## config.mk

```make
export PLATFORM = sky130hd
export DESIGN_NAME = phy_tx_serializer
export DESIGN_NICKNAME = d
export VERILOG_FILES = /design/src/rtl/phy_pkg.sv /design/src/rtl/phy_tx_piso.sv /design/src/rtl/phy_tx_serializer.sv
export SDC_FILE = /design/constraint.sdc
export NUM_CORES = 1
export LEC_CHECK = 0
export ABC_AREA = 1
export CORE_MARGIN = 2
export CORE_UTILIZATION = 52
export CTS_BUF_LIST = sky130_fd_sc_hd__clkbuf_8 sky130_fd_sc_hd__clkbuf_16
export DETAILED_ROUTE_END_ITERATION = 8
export GPL_ROUTABILITY_DRIVEN = 0
export PLACE_DENSITY = 0.91
export SETUP_SLACK_MARGIN = 0.1
export SLEW_MARGIN = 0
export SYNTH_ARGS = -nofsm -noshare
export SYNTH_HDL_FRONTEND = slang
export SYNTH_SLANG_ARGS = --single-unit
```

## constraint.sdc

```tcl
create_clock -name clk -period 1.9 [get_ports clk]
set_input_delay 0.19 -clock clk [delete_from_list [all_inputs] [get_ports clk]]
set_output_delay 0.19 -clock clk [all_outputs]
set_load 0.03 [all_outputs]
```

## src/rtl/phy_pkg.sv

```systemverilog
// phy_pkg: symbols, FSM encoding and framing constants shared by the PHY
// transmit serializer and the receive aligner.
//   PHY_FRAME_BITS : bits per serial frame (one byte)
//   PHY_COMMA      : alignment symbol sent during the sync preamble
//   PHY_IDLE       : filler symbol sent when no payload is valid
//   phyState_t     : link state, SYNC=0 / RUN=1
package phy_pkg;

    localparam int unsigned PHY_FRAME_BITS = 8;
    localparam logic [7:0]  PHY_COMMA      = 8'hBC;
    localparam logic [7:0]  PHY_IDLE       = 8'h7C;

    typedef enum logic {
        StSync = 1'b0,
        StRun  = 1'b1
    } phyState_t;

endpackage

```

## src/rtl/phy_tx_piso.sv

```systemverilog
// phy_tx_piso: 8-bit parallel-in serial-out shift register, MSB first.
//   clk       : bit-rate clock
//   reset     : asynchronous active-low reset (shift register <= RESET_VAL)
//   load      : parallel load strobe, asserted in the last bit cycle of a frame
//   loadData  : byte loaded at the load edge
//   serialOut : registered MSB of the shift register
module phy_tx_piso
    import phy_pkg::*;
#(
    parameter logic [PHY_FRAME_BITS-1:0] RESET_VAL = PHY_COMMA
) (
    input  logic                      clk,
    input  logic                      reset,
    input  logic                      load,
    input  logic [PHY_FRAME_BITS-1:0] loadData,
    output logic                      serialOut
);

    logic [PHY_FRAME_BITS-1:0] shiftReg;

    // The load edge still drives out the current LSB (now at the MSB position)
    // while the next byte enters, so consecutive frames have no gap bits.
    always_ff @(posedge clk or negedge reset) begin
        if (!reset) begin
            shiftReg  <= RESET_VAL;
            serialOut <= 1'b0;
        end else begin
            serialOut <= shiftReg[PHY_FRAME_BITS-1];
            if (load) begin
                shiftReg <= loadData;
            end else begin
                shiftReg <= {shiftReg[PHY_FRAME_BITS-2:0], 1'b0};
            end
        end
    end

endmodule

```

## src/rtl/phy_tx_serializer.sv

```systemverilog
// phy_tx_serializer: transmit byte serializer feeding the receive PHY.
// After reset it sends SYNC_COMMAS comma frames, then enters RUN and sends
// one payload byte per 8-cycle frame when valid, idle symbols otherwise.
//   clk            : bit-rate clock (clk_32f)
//   reset          : asynchronous active-low reset
//   dataIn         : payload byte, sampled when loadReq_cond=1
//   validIn        : dataIn qualifier, sampled with dataIn
//   serialOut_cond : registered serial stream, MSB first
//   loadReq_cond   : last bit cycle of a frame whose successor takes upstream data
//   active_cond    : high while in RUN
//   txCount_cond   : (TX_BYTE_COUNT_EN only) count of payload bytes loaded, wraps
// Optional feature macro: TX_BYTE_COUNT_EN
module phy_tx_serializer
    import phy_pkg::*;
#(
    parameter int unsigned               SYNC_COMMAS = 4,
    parameter logic [PHY_FRAME_BITS-1:0] COMMA       = PHY_COMMA,
    parameter logic [PHY_FRAME_BITS-1:0] IDLE        = PHY_IDLE
) (
    input  logic                      clk,
    input  logic                      reset,
    input  logic [PHY_FRAME_BITS-1:0] dataIn,
    input  logic                      validIn,
    output logic                      serialOut_cond,
    output logic                      loadReq_cond,
    output logic                      active_cond
`ifdef TX_BYTE_COUNT_EN
    ,
    output logic [15:0]               txCount_cond
`endif
);

    localparam int unsigned CntW = $clog2(PHY_FRAME_BITS);

    phyState_t                 state;
    logic [CntW-1:0]           bitCnt;
    logic [3:0]                commaCnt;
    logic                      frameEnd;
    logic                      lastComma;
    logic [PHY_FRAME_BITS-1:0] nextSym;

    assign frameEnd     = (bitCnt == CntW'(PHY_FRAME_BITS - 1));
    assign lastComma    = (commaCnt == 4'(SYNC_COMMAS - 1));
    assign loadReq_cond = frameEnd && ((state == StRun) || lastComma);

    // validIn gates dataIn so an undriven bus never reaches the line.
    always_comb begin
        nextSym = COMMA;
        if (loadReq_cond) begin
            nextSym = validIn ? dataIn : IDLE;
        end
    end

    always_ff @(posedge clk or negedge reset) begin
        if (!reset) begin
            state       <= StSync;
            bitCnt      <= '0;
            commaCnt    <= '0;
            active_cond <= 1'b0;
        end else begin
            bitCnt <= bitCnt + 1'b1;
            if (frameEnd && (state == StSync)) begin
                commaCnt <= commaCnt + 1'b1;
                if (lastComma) begin
                    state       <= StRun;
                    active_cond <= 1'b1;
                end
            end
        end
    end

`ifdef TX_BYTE_COUNT_EN
    always_ff @(posedge clk or negedge reset) begin
        if (!reset) begin
            txCount_cond <= '0;
        end else if (loadReq_cond && validIn) begin
            txCount_cond <= txCount_cond + 16'd1;
        end
    end
`endif

    phy_tx_piso #(
        .RESET_VAL(COMMA)
    ) uPiso (
        .clk      (clk),
        .reset    (reset),
        .load     (frameEnd),
        .loadData (nextSym),
        .serialOut(serialOut_cond)
    );

endmodule

```

==> results of run 1 <==
==> layout make-up <==
cell class                 count  share of cell area [%]
clock buffer                   3                    4.41
clock inverter                 1                   0.534
multi-input combinational     48                    27.8
inverter                      12                    4.81
sequential                    17                    46.1
tap                           15                    2.00
timing repair buffer          14                    14.4
==> report_power, final <==
part / internal (W) / switching, W / leakage (nW)
Sequential: 0.000375 / 0.00000241 / 0.200
Clock: 0.000145 / 0.000115 / 0.0255
Combinational: 0.0000289 / 0.0000209 / 0.271
==> timing repair <==
| item | in CTS | in global routing |
|---|---|---|
| endpoints found under the setup margin | 0 | 1 |
| gates resized for setup | 0 | 1 |
| buffers inserted | 0 | 0 |
==> critical path: cells and delay by family, from the launching register on <==
kind	cells	cell delay (ns)
buffers and inverters	2	0.20
adder cells (fa/ha/maj)	2	0.47
AND/OR/NAND/NOR	1	0.11
flip-flops	1	0.38
==> sequential cells by signal (all words and copies together), names as in the netlist <==
signal and cells:
bitCnt 3, uPiso.shiftReg 8, commaCnt 4, state 1, uPiso.serialOut 1
==> metal layers <==
layer,share of wire (%),wire (µm),vias to the layer above,GRT usage [%]
met2,50,598,9,24.7
li1,-,-,269,-
met4,0.67,8,0,7.74
met1,45,538,236,17.2
met3,3.5,42,2,3.04
met5,0,0,-,0
==> logic make-up after synthesis <==
| kind of cell | share of synthesized area [%] |
|---|---|
| xor+xnor | 3.52 |
| compound gates | 0.670 |
| flops | 57.9 |
| fa+ha+maj | 5.03 |
| simple gates | 25.3 |
| buf+inv | 7.55 |
==> path summary, 6_finish.rpt <==
kind / cells after the start / end / startpoint
max reg2reg: 6 / commaCnt[2]$_DFFE_PN0P_ / bitCnt[0]$_DFF_PN0_
min reg2reg: 0 / uPiso.serialOut$_DFF_PN0_ / uPiso.shiftReg[7]$_DFF_PN1_
min: 2 / uPiso.serialOut$_DFF_PN0_ / reset
max: 5 / loadReq_cond / bitCnt[0]$_DFF_PN0_
max in group asynchronous: 2 / uPiso.shiftReg[4]$_DFF_PN1_ / reset
min in group clk: 0 / uPiso.serialOut$_DFF_PN0_ / uPiso.shiftReg[7]$_DFF_PN1_
==> stage by stage <==
stage               util [%]  setup WS [ns]  cell area [µm²]  hold WS (ns)
detailed placement      67.4          0.398              888         0.399
finish                  71.1          0.304              937         0.256
floorplan                  -          0.588              746        -0.106
global route            71.1          0.207              937         0.289
global placement        67.4          0.479              888         0.387
CTS                     70.9          0.167              935         0.262
==> layout by cell type (no fill, tap or decap) <==
master / instances
clkdlybuf4s50_1: 12
nor2_1: 6
inv_1: 12
xnor2_1: 1
dfstp_2: 5
nor2_2: 1
ha_2: 1
nand3b_1: 1
o21ai_1: 1
clkinv_2: 1
nand2_1: 18
dfrtp_1: 12
or2_1: 1
clkbuf_8: 3
buf_4: 2
or2_2: 4
xor2_1: 2
nand2_2: 2
nand3_1: 7
ha_1: 2
or2_0: 1
==> impl_metrics.env, run 1 <==
export IMPL_antenna_found_initial=0
export IMPL_grt_max_degree=18
export IMPL_ir_worst_vdd_v=0.000437
export IMPL_grt_pass1_wl_mm=1.89
export IMPL_hold_viol=0
export IMPL_max_freq_mhz=627
export IMPL_grt_pass1_vias=490
export IMPL_p_per_area_nw_per_um2=733
export IMPL_stdcell_count=110
export IMPL_cpPeakStageDelay_ns=0.38
export IMPL_vias=516
export IMPL_dr_pass1_iters=4
export IMPL_vias_per_cell=4.69
export IMPL_io_pins=14
export IMPL_path_clk_slew_ns=0.07
export IMPL_syn_area_um2=746
export IMPL_core_area_um2=1320
export IMPL_core_rowCount=13
export IMPL_slowest_stage="dfrtp_1"
export IMPL_power_leakage_nw=0.497
export IMPL_path_class="reg -> out"
export IMPL_status="complete, no violations"
export IMPL_die_x_um=41.9
export IMPL_worst_slew_pin_slew_ns=0.305
export IMPL_yosysTopAreaCellShare_pct=40.3
export IMPL_nets=110
export IMPL_synth_cells=78
export IMPL_ctsHoldBuffers=0
export IMPL_drv_cap=0
export IMPL_slew_headroom_pct=79.6
export IMPL_drt_initial_drc_count=12
export IMPL_ys_flop_type="dfrtp_1"
export IMPL_path_cells="ha_1 -> ha_2 -> nand2_1 -> inv_1 -> buf_4"
export IMPL_wl_per_cell_um=10.8
export IMPL_clkLatencyLatePin_ns=0.24
export IMPL_start_util_pct=56.6
export IMPL_ys_top_cells_by_count="nand2_1 (18), dfrtp_1 (12), inv_1 (12)"
export IMPL_cts_made_buffers=3
export IMPL_synth_edff_count=0
export IMPL_io_buffer_count=13
export IMPL_cp_start_kind="flop"
export IMPL_finalSetupViolCount=0
export IMPL_clk_path_buf_depth=2
export IMPL_final_min_clock_period_ns=1.60
export IMPL_ant_nets=0
export IMPL_worstPathArrival_ns=1.41
export IMPL_syn_nets=92
export IMPL_cts_sinks=17
export IMPL_area_growth_syn_to_layout_pct=25.7
export IMPL_synthTopCellsByArea="dfrtp_1 (40%), dfstp_2 (18%), nand2_1 (9.1%)"
export IMPL_power_w=0.000687
export IMPL_yosys_register_bits=17
export IMPL_layout_drive_gt1_share_pct=20.0
export IMPL_n_antenna_cell=0
export IMPL_yosysMostFrequentCell="nand2_1"
export IMPL_async_reset_ff_share_pct=100
export IMPL_cts_tree="yes"
export IMPL_slew_violations=0
export IMPL_synth_top_cell_by_area="dfrtp_1"
export IMPL_cp_end_kind="output pin"
export IMPL_ys_types=17
export IMPL_hold_path_class="in -> async"
export IMPL_drt_total_wl_mm=1.19
export IMPL_finClkSkew_ns=0.00454
export IMPL_ff_latch_area_um2=432
export IMPL_yosysSeqAreaShare_pct=57.9
export IMPL_multi_input_area_um2=260
export IMPL_crit_path_max_fanout=15
export IMPL_avgSynthCellArea_um2=9.56
export IMPL_die_h_um=41.9
export IMPL_setup_tns_final_ns=0
export IMPL_grt_setup_unrepaired="false"
export IMPL_fillers=97
export IMPL_grt_usage_pct=14.6
export IMPL_cp_required_ns=1.71
export IMPL_drc=0
export IMPL_period_share_pct=84.0
export IMPL_r2r_setup_slack_ns=0.53
export IMPL_dieArea_um2=1750
export IMPL_dp_cells=106
export IMPL_htree_levels=1
export IMPL_overflow=0
export IMPL_yosys_warnings=0
export IMPL_root_buffer="clkbuf_8"
export IMPL_place_hpwl_um=930
(Power assumes the default switching activity.)
==> inputs of run 2 (changes only) <==
Settings changed: CORE_UTILIZATION 52 to 49, PLACE_DENSITY 0.91 to 0.87.
Clock period 1.9 ns to 1.5 ns, I/O delays scaled along.
==> impl_metrics.env, run 2 (synthesis gave the netlist of run 1 again) <==
export IMPL_worstReg2RegStart="bitCnt[0]$_DFF_PN0_"
export IMPL_power_leakage_nw=0.529
export IMPL_clk_path_buf_depth=2
export IMPL_path_clk_slew_ns=0.07
export IMPL_final_min_clock_period_ns=1.39
export IMPL_max_freq_mhz=721
export IMPL_cp_required_ns=1.35
export IMPL_cts_sinks=17
export IMPL_ctsHoldBuffers=0
export IMPL_start_util_pct=50.7
export IMPL_cts_tree="yes"
export IMPL_grt_setup_unrepaired="true"
export IMPL_grt_max_degree=18
export IMPL_root_buffer="clkbuf_8"
export IMPL_ant_nets=0
export IMPL_vias=568
export IMPL_dr_pass1_iters=4
export IMPL_multi_input_area_um2=280
export IMPL_drc=0
export IMPL_drt_total_wl_mm=1.27
export IMPL_clkLatencyLatePin_ns=0.25
export IMPL_status="complete, no violations"
export IMPL_dieArea_um2=1850
export IMPL_holdWs_ns=0.217
export IMPL_finClkSkew_ns=0.00770
export IMPL_drt_initial_drc_count=8
export IMPL_n_antenna_cell=0
export IMPL_core_rowCount=14
export IMPL_dp_cells=108
export IMPL_stdcell_count=118
export IMPL_drv_cap=0
export IMPL_grt_pass1_vias=559
export IMPL_die_h_um=43.0
export IMPL_htree_levels=1
export IMPL_crit_path_max_fanout=3
export IMPL_finalSetupViolCount=0
export IMPL_path_class="reg -> out"
export IMPL_slew_headroom_pct=79.7
export IMPL_setup_tns_final_ns=0
export IMPL_rr_worst_depth=6
export IMPL_place_hpwl_um=826
export IMPL_ff_latch_area_um2=432
export IMPL_core_area_um2=1470
export IMPL_vias_per_cell=4.81
export IMPL_ir_worst_vdd_v=0.000937
export IMPL_largest_reg_flops=8
export IMPL_cp_start_kind="flop"
export IMPL_hold_viol=0
export IMPL_layout_drive_gt1_share_pct=30.4
export IMPL_nets=117
export IMPL_timing_rr_end="uPiso.shiftReg[3]$_DFF_PN1_"
export IMPL_hold_path_class="in -> async"
export IMPL_antenna_found_initial=0
export IMPL_cp_end_kind="output pin"
export IMPL_io_pins=14
export IMPL_layout_commonest_cell="nand2_1"
export IMPL_r2r_setup_slack_ns=0.17
export IMPL_p_per_area_nw_per_um2=862
export IMPL_area_growth_syn_to_layout_pct=36.2
export IMPL_mostFrequentLayoutCells="nand2_1 (16), dfrtp_1 (12), inv_1 (11)"
export IMPL_largest_register="uPiso.shiftReg"
export IMPL_wl_per_cell_um=10.7
export IMPL_reg_top3="uPiso.shiftReg: 8 flops, commaCnt: 4 flops, bitCnt: 3 flops"
export IMPL_fillers=123
export IMPL_period_share_pct=92.5
export IMPL_slew_violations=0
export IMPL_cts_made_buffers=3
export IMPL_io_buffer_count=13
export IMPL_grt_pass1_wl_mm=2.31
export IMPL_overflow=0
export IMPL_worst_slew_pin_slew_ns=0.306
export IMPL_worstPathArrival_ns=1.24
export IMPL_die_x_um=43.0
export IMPL_grt_usage_pct=17.3
[run 2: power by group]
group          switching, W  leakage (nW)  total (W)  internal (W)
Combinational     0.0000268         0.304  0.0000625     0.0000357
Sequential       0.00000234         0.200   0.000477      0.000475
Clock              0.000152        0.0255   0.000337      0.000184
Total              0.000181         0.529   0.000876      0.000695
[run 2: cell type report]
class                      instances  share of cell area, %
clock inverter                     1                  0.493
multi-input combinational         48                   27.6
timing repair buffer              21                   19.0
inverter                          12                   4.43
clock buffer                       3                   4.06
sequential                        17                   42.5
tap                               16                   1.97
[run 2: worst max-delay path by stage]
stage | end | startpoint | slack, ns | cells past startpoint
floorplan | uPiso.shiftReg[5]$_DFF_PN1_ | bitCnt[0]$_DFF_PN0_ | 0.21 | 6
finish | loadReq_cond | commaCnt[1]$_DFFE_PN0P_ | 0.11 | 6
global route | loadReq_cond | commaCnt[1]$_DFFE_PN0P_ | 0.04 | 6
global placement | uPiso.shiftReg[2]$_DFF_PN1_ | bitCnt[0]$_DFF_PN0_ | 0.14 | 5
CTS | loadReq_cond | commaCnt[0]$_DFFE_PN0P_ | 0.06 | 6
detailed placement | commaCnt[2]$_DFFE_PN0P_ | bitCnt[0]$_DFF_PN0_ | 0.11 | 6
[run 2: through the flow]
| stage | utilization, % | power [W] | area (µm²) | setup slack [ns] |
|---|---|---|---|---|
| 2_1_floorplan | - | 0.000505 | 746 | 0.207 |
| 3_3_place_gp | 61.0 | 0.000547 | 897 | 0.144 |
| 3_5_place_dp | 61.0 | 0.000549 | 897 | 0.110 |
| 4_1_cts | 66.8 | 0.000892 | 983 | 0.0646 |
| 5_1_grt | 69.0 | 0.000916 | 1020 | 0.0378 |
| 6_report | 69.0 | 0.000876 | 1020 | 0.113 |
[run 2: metal layers]
metal | share of wire, % | wire length (µm) | track usage (%)
met5 | 0 | 0 | 0
met4 | 1.3 | 16 | 5.45
met3 | 6.3 | 80 | 7.66
met2 | 48 | 608 | 27.6
met1 | 44 | 560 | 21.0
[run 2: critical path: stages, from the launching register on]
cell	delay, ns
dfrtp_1	0.40
ha_2	0.20
nand2_2	0.07
nand2_2	0.06
nand2_2	0.09
inv_2	0.04
buf_6	0.12
[run 2: timing repair]
item / in CTS / in global routing
gates cloned: 0 / 0
resized for setup: 7 / 4
pin swaps: 1 / 4
buffers inserted: 3 / 3
setup endpoints to repair: 3 / 4
